[src/rtl/lfp_requant_e4m4_to_e3m4.sv]
// lfp_requant_e4m4_to_e3m4
// Two-stage valid/ready requantizer on the LSTM return path. It takes E4M4
// multiplier products ({s, e[3:0], m[3:0]}) and returns E3M4 storage values
// ({s, e[2:0], m[3:0]}). The doubled bias is removed by subtracting BIAS_SUB.
// Overflow saturates to the largest magnitude and underflow flushes to zero.
// Both events are flagged on the output and counted on delivery.
module lfp_requant_e4m4_to_e3m4 #(
    parameter int BIAS_SUB = 3,   // legal range 0..15
    parameter int CNT_W    = 16
) (
    input  logic             clk,
    input  logic             rst_n,
    input  logic             in_valid,
    output logic             in_ready,
    input  logic [8:0]       in_data,
    output logic             out_valid,
    input  logic             out_ready,
    output logic [7:0]       out_data,
    output logic             out_sat,
    output logic             out_uf,
    input  logic             clr_cnt,
    output logic [CNT_W-1:0] sat_cnt,
    output logic [CNT_W-1:0] uf_cnt
);

    // Outcome of converting one E4M4 value.
    typedef enum logic [1:0] {
        CLS_ZERO,
        CLS_NORM,
        CLS_UF,
        CLS_SAT
    } conv_cls_t;

    localparam logic [4:0] BIAS5 = 5'(BIAS_SUB);

    // ------------------------------------------------------------------
    // Pipeline control
    // ------------------------------------------------------------------
    // Both stages move together. The pipeline advances whenever the output
    // register is empty or is being consumed. Bubbles are not collapsed.
    logic adv;
    logic out_hs;

    assign adv      = ~out_valid | out_ready;
    assign in_ready = adv;
    assign out_hs   = out_valid & out_ready;

    // ------------------------------------------------------------------
    // Stage 1: capture the raw E4M4 sample
    // ------------------------------------------------------------------
    logic       s1_valid;
    logic [8:0] s1_data;

    // Stage-1 valid: cleared by reset, so in-flight samples are dropped.
    always_ff @(posedge clk) begin
        // NOTE: sequential state uses non-blocking assignments only. This keeps
        // every register reading pre-edge values regardless of block ordering.
        if (!rst_n) begin
            s1_valid <= 1'b0;
        end else if (adv) begin
            s1_valid <= in_valid;
        end
    end

    // Stage-1 payload: advances with the pipeline and is never reset.
    always_ff @(posedge clk) begin
        // NOTE: the payload register has no reset on purpose. It is meaningless
        // while s1_valid=0, and leaving out the reset saves a mux on every bit.
        if (adv) begin
            s1_data <= in_data;
        end
    end

    // ------------------------------------------------------------------
    // Conversion (combinational, from stage-1 contents)
    // ------------------------------------------------------------------
    logic              s1_s;
    logic [3:0]        s1_e;
    logic [3:0]        s1_m;
    logic signed [4:0] d;
    conv_cls_t         cls;
    logic [7:0]        conv_data;
    logic              conv_sat;
    logic              conv_uf;

    assign s1_s = s1_data[8];
    assign s1_e = s1_data[7:4];
    assign s1_m = s1_data[3:0];

    // Debias the exponent. The operands are 0..15, so 5 signed bits hold the
    // full -15..15 range of d.
    assign d = signed'({1'b0, s1_e}) - signed'(BIAS5);

    // Classify the sample into zero, normal, underflow or saturation.
    always_comb begin
        // NOTE: every combinational output is given a default first, so no path
        // through the block can leave it unassigned and infer a latch.
        cls = CLS_NORM;
        if (s1_e == 4'd0) begin
            cls = CLS_ZERO;
        end else if (d < 5'sd1) begin
            cls = CLS_UF;
        end else if (d > 5'sd7) begin
            cls = CLS_SAT;
        end
    end

    // Form the E3M4 word and its event flags from the class.
    always_comb begin
        conv_data = 8'h00;
        conv_sat  = 1'b0;
        conv_uf   = 1'b0;
        unique case (cls)
            CLS_ZERO: begin
                conv_data = 8'h00;
            end
            CLS_NORM: begin
                conv_data = {s1_s, d[2:0], s1_m};
            end
            CLS_UF: begin
                // Flush to +0. The sign is deliberately dropped.
                conv_data = 8'h00;
                conv_uf   = 1'b1;
            end
            CLS_SAT: begin
                // Largest finite magnitude, keeping the sign.
                conv_data = {s1_s, 7'h7F};
                conv_sat  = 1'b1;
            end
            default: begin
                conv_data = 8'h00;
            end
        endcase
    end

    // ------------------------------------------------------------------
    // Stage 2: registered result, held stable while stalled
    // ------------------------------------------------------------------
    // Output register: loads the converted sample on advance, holds otherwise.
    always_ff @(posedge clk) begin
        if (!rst_n) begin
            out_valid <= 1'b0;
            out_data  <= 8'h00;
            out_sat   <= 1'b0;
            out_uf    <= 1'b0;
        end else if (adv) begin
            out_valid <= s1_valid;
            out_data  <= conv_data;
            out_sat   <= conv_sat;
            out_uf    <= conv_uf;
        end
    end

    // ------------------------------------------------------------------
    // Event counters: count delivered results, saturate, clear has priority
    // ------------------------------------------------------------------
    // Saturation counter.
    always_ff @(posedge clk) begin
        if (!rst_n) begin
            sat_cnt <= '0;
        end else if (clr_cnt) begin
            sat_cnt <= '0;
        end else if (out_hs && out_sat && (sat_cnt != '1)) begin
            sat_cnt <= sat_cnt + 1'b1;
        end
    end

    // Underflow counter.
    always_ff @(posedge clk) begin
        if (!rst_n) begin
            uf_cnt <= '0;
        end else if (clr_cnt) begin
            uf_cnt <= '0;
        end else if (out_hs && out_uf && (uf_cnt != '1)) begin
            uf_cnt <= uf_cnt + 1'b1;
        end
    end

endmodule
[config.mk]
export PLATFORM = sky130hd
export DESIGN_NAME = lfp_requant_e4m4_to_e3m4
export DESIGN_NICKNAME = d
export VERILOG_FILES = /design/src/rtl/lfp_requant_e4m4_to_e3m4.sv
export SDC_FILE = /design/constraint.sdc
export NUM_CORES = 1
export LEC_CHECK = 0
export CAP_MARGIN = 25
export CORE_MARGIN = 10
export CORE_UTILIZATION = 47
export CTS_CLUSTER_DIAMETER = 150
export DETAILED_ROUTE_END_ITERATION = 16
export GPL_TIMING_DRIVEN = 0
export HOLD_SLACK_MARGIN = 0.05
export PLACE_DENSITY = 0.83
export SLEW_MARGIN = 15
export SYNTH_ARGS = -nofsm -noshare
export SYNTH_HDL_FRONTEND = slang
export SYNTH_SLANG_ARGS = --single-unit
[constraint.sdc]
create_clock -name clk -period 2 [get_ports clk]
set_input_delay 0.2 -clock clk [delete_from_list [all_inputs] [get_ports clk]]
set_output_delay 0.2 -clock clk [all_outputs]
set_load 0.05 [all_outputs]
==> results of run 1 <==
[layout make-up]
class | count | area, µm² | area share (%)
buffer | 7 | 28.78 | 0.8977
clock buffer | 7 | 76.32 | 2.381
clock inverter | 1 | 5.005 | 0.1561
inverter | 6 | 26.28 | 0.8197
multi-input combinational | 183 | 1182 | 36.89
sequential | 53 | 1171 | 36.53
tap | 67 | 83.83 | 2.615
timing repair buffer | 65 | 631.9 | 19.71
[Yosys cell counts, types with 2 or more instances]
cell type / count / share of area, %
o21ai_1: 6 / 1.3
nor2_1: 10 / 1.6
o2111ai_1: 3 / 1.1
nor4_1: 4 / 1.1
nor3_1: 8 / 1.7
and3_1: 6 / 1.6
a221o_1: 6 / 2.5
a21oi_1: 23 / 4.9
o41ai_1: 2 / 0.74
clkbuf_1: 6 / 0.96
a31oi_1: 2 / 0.53
a21boi_0: 2 / 0.64
ha_1: 5 / 2.7
nand3_1: 12 / 2.5
o211ai_1: 2 / 0.64
or3_1: 15 / 4.0
edfxtp_1: 9 / 11
or4_1: 7 / 2.2
inv_1: 6 / 0.96
xor2_1: 2 / 0.74
nand2_1: 14 / 2.2
o21ai_0: 15 / 3.2
nor2b_1: 3 / 0.80
and4_1: 4 / 1.5
o31ai_1: 6 / 1.9
dfxtp_1: 44 / 37
nand4_1: 11 / 2.9
o311ai_0: 2 / 0.74
[kinds of logic (layout without fill, tap and decap cells)]
| family | after synthesis | in the layout | synth area share, % |
|---|---|---|---|
| flip-flops | 53 | 53 | 48.83 |
| XOR/XNOR | 2 | 2 | 0.7432 |
| adder cells (fa/ha/maj) | 5 | 5 | 2.654 |
| AND/OR/NAND/NOR | 100 | 100 | 24.42 |
| multiplexers | 1 | 1 | 0.4246 |
| buffers and inverters | 14 | 86 | 2.282 |
| AO/OA/AOI/OAI | 75 | 75 | 20.65 |
[state kept, by name, summed over array words and instances, names as in the netlist]
signal     flops
out_data       8
out_sat        1
out_uf         1
out_valid      1
s1_data        9
s1_valid       1
sat_cnt       16
uf_cnt        16
[placed cells by master, fill, tap and decap left out, types with 2 or more instances in the layout]
cell / instances
nor4_1: 4
dfxtp_1: 28
o2111ai_1: 3
o21ai_0: 15
xor2_1: 2
nand3_1: 12
nor3_1: 7
clkbuf_1: 6
a221o_1: 6
edfxtp_1: 9
o31ai_1: 6
nor2b_1: 3
and3_1: 5
a21boi_0: 2
o41ai_1: 2
nand4_1: 11
nor2_1: 10
a21oi_1: 23
a31oi_1: 2
or4_1: 7
ha_1: 5
inv_1: 5
o211ai_1: 2
o311ai_0: 2
clkbuf_8: 5
o21ai_1: 6
clkdlybuf4s50_1: 56
dfxtp_2: 16
or3_1: 15
nand2_1: 14
and4_1: 4
buf_4: 8
[stage by stage]
stage	instance area [µm²]	TNS [ns]	worst slack (ns)	util, %	cells
CTS	3129	-0.04983	-0.04983	65.39	382
global placement	3043	-0.8920	-0.4611	63.58	374
floorplan	2389	-0.002024	-0.002024	-	250
detailed placement	3043	-1.277	-0.4840	63.58	374
finish	3206	0	0.1102	66.98	389
global route	3206	0	0.003202	66.98	389
[worst reg2reg max path, cell delays in order, from the launching register on]
cell       delay, ns
edfxtp_1        0.40
inv_1           0.12
ha_1            0.34
or4b_1          0.46
o2111ai_1       0.13
and3_4          0.26
a221o_1         0.14
[worst max path at each step]
stage / startpoint / to / cells after the start
3_5_place_dp: out_ready / in_ready / 5
3_3_place_gp: out_ready / in_ready / 5
6_report: s1_data[4] / out_data[5] / 6
4_1_cts: out_valid / in_ready / 4
5_1_grt: uf_cnt[5] / uf_cnt[11] / 4
2_1_floorplan: sat_cnt[9] / sat_cnt[0] / 5
[layer usage]
metal,track usage (%),share of wire [%],up-vias
met5,0,0,-
met4,4.308,1.3,0
met3,5.569,6.9,10
met2,25.06,50,71
met1,15.19,42,1045
li1,-,-,1126
[power breakdown]
| group | leakage [nW] | total [mW] | switching (mW) | internal [mW] |
|---|---|---|---|---|
| combinational | 0.535 | 0.254 | 0.153 | 0.101 |
| sequential | 0.460 | 1.15 | 0.0252 | 1.12 |
| clock | 0.0422 | 0.576 | 0.330 | 0.246 |
| total | 1.04 | 1.98 | 0.508 | 1.47 |
[what timing repair did]
action | in CTS | in global routing
resized for setup | 3 | 7
buffers inserted | 1 | 7
endpoints found under the setup margin | 11 | 13
pin swaps | 1 | 0
==> impl_metrics.tcl, run 1 <==
set metrics [dict create \
    drv_slew 0 \
    cap_violations 0 \
    clock_skew_ns 0.004138 \
    slowest_delay_ns 0.46 \
    clock-root-buffer "clkbuf_8" \
    synth_edf_count 9 \
    worst_slew_pin_slew_ns 0.5268 \
    whs_endpoint "s1_data[7]" \
    coreArea_um2 4786 \
    routed_wl_um 5979 \
    syn_avg_cell_area_um2 9.429 \
    insertion_delay_ns 0.30 \
    ir_drop_uv 530.3 \
    layout.nets 340 \
    cpMaxStageDelayCell "or4b_1" \
    firstDrtPassIters 4 \
    synth_fp_nets 269 \
    postRouteAntennaNets 0 \
    run_status "completed" \
    cp.required_ns 2.24 \
    via_count 2252 \
    path_cells "inv_1, ha_1, or4b_1, o2111ai_1, and3_4, a221o_1" \
    setup_viol 0 \
    r2r-start "s1_data[4]" \
    worstPathArrival_ns 2.13 \
    cts.clk_slew.worst_paths_ns 0.09 \
    yosysWarnings 0 \
    clock.fmax_ghz 0.5292 \
    hp-class "input pin to register" \
    netlist_area_um2 2357 \
    cts_tree "built" \
    nFillCells 400 \
    initial_core_util_pct 49.25 \
    die_width_um 90.82 \
    clk_path_buf_depth 2 \
    synthFlopType "dfxtp_1" \
    period_needed_ns 1.890 \
    grt_max_degree 16 \
    viasPerCell 5.789 \
    path_buf_inv 1 \
    globalplace.congestion 0.8336 \
    clock_sinks 53 \
    grt_pass1_vias 2198 \
    reg2reg_depth 6 \
    first_iter_violations 158 \
    r2r_end "out_data[5]" \
    antenna_found_initial 0 \
    synthToLayoutAreaGrowth_pct 35.99 \
    slew_headroom_pct 64.88 \
    timing.hold.ws_ns 0.4458 \
    netlist_instances 250 \
    p_leak_nw 1.037 \
    die_area_um2 8248 \
    gr-usage-all-layers_pct 14.19 \
    grt_overflow 0 \
    critPathKind "register to register" \
    rsz0062_at_grt "false" \
    pwr_density_cell_nw_per_um2 617.1 \
    cts_buffers 5 \
    ys_seq_area_share_pct 48.83 \
    hpwl_um 4416 \
    hp-start "in_data[7]" \
    htreeDepth 2 \
    crit_path_end_kind "register" \
    hold_viol 0 \
    drc_errors 0 \
    crit_family "simple AND/OR/NAND/NOR gates" \
    period_share_pct 94.49 \
    rows 25 \
    ctsHoldBuffers 0 \
    grt_pass1_wl_um 10040 \
    hold_path_depth 1 \
    rrSetupSlack_ns 0.11 \
    async_reset_ff_share_pct 0 \
    io_pins 58 \
    path_max_fanout 7 \
    diodes 0 \
    drive_gt1_share_pct 12.11 \
    synth_cell_type_count 43 \
    cp-start-kind "register" \
    die_y_um 90.82 \
    ys_ff_latch 53 \
    port_buffers 57 \
    finalPower_mw 1.978 \
    routedWlPerCell_um 15.37 \
]
Power figures use the tool's default switching activity.
==> run 2, diff against run 1 <==
Settings changed: GPL_TIMING_DRIVEN 0 to not set.
Clock period 2 ns to 1.84 ns, I/O delays scaled along.
==> run 2 against run 1 <==
- global-route usage is 0.87 points higher
- combinational power is 16% higher
- via count is 1.4% higher
- routed wire length is 7.2% higher
- non-clock buffer count is 8 higher
- critical path depth is 5 lower
- highest routed layer unchanged
==> impl_metrics.tcl, run 2 (synthesized netlist as in run 1, its figures left out) <==
set metrics [dict create \
    crit_path_end_kind "primary output" \
    cpMaxStageDelayCell "clkdlybuf4s50_1" \
    htreeDepth 2 \
    routedWlPerCell_um 16.15 \
    combPwrFrac_pct 13.5 \
    timing.hold.ws_ns 0.4235 \
    p_sw_mw 0.5748 \
    rows 25 \
    clock-root-buffer "clkbuf_8" \
    final_cell_mix "55 x clkdlybuf4s50_1, 23 x buf_4, 22 x a21oi_1, 22 x dfxtp_2" \
    pwr_density_cell_nw_per_um2 645.4 \
    path_max_fanout 6 \
    antenna_found_initial 0 \
    place_inst 388 \
    cp-start-kind "register" \
    final_common_cell "clkdlybuf4s50_1" \
    drive_gt1_share_pct 21.82 \
    first_iter_violations 128 \
    grt_pass1_wl_um 10460 \
    clk_path_buf_depth 2 \
    globalplace.congestion 0.8146 \
    synthToLayoutAreaGrowth_pct 42.78 \
    firstDrtPassIters 4 \
    tns_ns 0 \
    reg.largest.list "sat_cnt (16), uf_cnt (16), s1_data (9)" \
    fin_area_um2 3366 \
    cap_violations 0 \
    clock_sinks 53 \
    run_status "completed" \
    period_share_pct 97.09 \
    clock_skew_ns 0.01074 \
    switching_share_pct 26.46 \
    fin_cells 397 \
    crit_family "buffers and inverters" \
    critPathKind "register to primary output" \
    multi_input_area_um2 1205 \
    clock.fmax_ghz 0.5598 \
    gr-usage-all-layers_pct 15.06 \
    slowest_delay_ns 0.84 \
    seq_area_um2 1209 \
    diodes 0 \
    viasPerCell 5.753 \
    die_width_um 90.82 \
    routed_wl_um 6411 \
    ir_drop_uv 611.6 \
    path_cells "clkdlybuf4s50_1" \
    slew_headroom_pct 65.09 \
    coreArea_um2 4786 \
    nFillCells 360 \
    cts_tree "built" \
    placed_area_um2 3242 \
    die_y_um 90.82 \
    rrSetupSlack_ns 0.06 \
    port_buffers 57 \
    grt_pass1_vias 2212 \
    worst_slew_pin_slew_ns 0.5221 \
    drv_slew 0 \
    grt_overflow 0 \
    path_buf_inv 1 \
    p_leak_nw 1.111 \
    via_count 2284 \
    p_int_mw 1.597 \
    cp.required_ns 1.66 \
    power_frac_clock_pct 29.5 \
    initial_core_util_pct 49.25 \
    cts.clk_slew.worst_paths_ns 0.10 \
    hpwl_um 4738 \
    drc_errors 0 \
    p_seq_share_pct 56.9 \
    cts_buffers 5 \
    insertion_delay_ns 0.31 \
    setup_viol 0 \
    worstPathArrival_ns 1.60 \
    postRouteAntennaNets 0 \
    die_area_um2 8248 \
    period_needed_ns 1.786 \
    grt_max_degree 19 \
    layout.nets 348 \
    hp-class "input pin to register" \
    io_pins 58 \
    hold_viol 0 \
]
[run 2: cell count changes in the layout (fill, tap and decap cells not counted), moves of 2 or more]
cell | previous run | this run
buf_4 | 8 | 23
dfxtp_2 | 16 | 22
dfxtp_1 | 28 | 14
dfxtp_4 | 0 | 8
buf_12 | 0 | 2
clkbuf_1 | 6 | 1
ha_1 | 5 | 3
[run 2: final cells by class]
class | instances | area share (%)
Tap cell | 67 | 2.491
Multi-Input combinational cell | 183 | 35.80
Inverter | 6 | 0.6691
Clock inverter | 2 | 0.2974
Sequential cell | 53 | 35.91
Clock buffer | 6 | 2.156
Timing Repair Buffer | 80 | 22.68
[run 2: metal layers]
layer,track usage [%],wire [µm]
met2,24.94,3054
met3,5.653,509
met1,17.18,2732
met4,5.744,115
met5,0,0
[run 2: worst paths after layout]
path | startpoint | to | cells after the start
worst max register to register | s1_data[5] | out_data[5] | 6
worst min register to register | uf_cnt[7] | uf_cnt[7] | 1
worst max-delay path | uf_cnt[3] | uf_cnt[3] | 1
worst min-delay path | in_data[5] | s1_data[5] | 1
[run 2: timing repair]
| action | in CTS | in global routing |
|---|---|---|
| setup buffers | 0 | 1 |
| gates resized for setup | 2 | 7 |
| gates cloned | 0 | 0 |
| pin swaps | 0 | 1 |
| hold buffers | 0 | 0 |
| setup endpoints to repair | 7 | 9 |
[run 2: power by group through the flow]
stage	combinational [mW]	sequential [mW]	clock, mW
detailed placement	0.285	1.26	0
finish	0.294	1.24	0.642
global placement	0.278	1.26	0
CTS	0.288	1.24	0.656
global route	0.311	1.24	0.708
floorplan	0.0713	1.35	0
[run 2: metrics by stage]
step           setup slack, ns  util, %  power, mW
3_5_place_dp           -0.2452    67.74      1.546
6_report               0.05363    70.33      2.172
2_1_floorplan         -0.02408        -      1.418
3_3_place_gp           -0.1944    67.74      1.539
5_1_grt               -0.01684    70.33      2.259
4_1_cts                0.01411    69.57      2.179
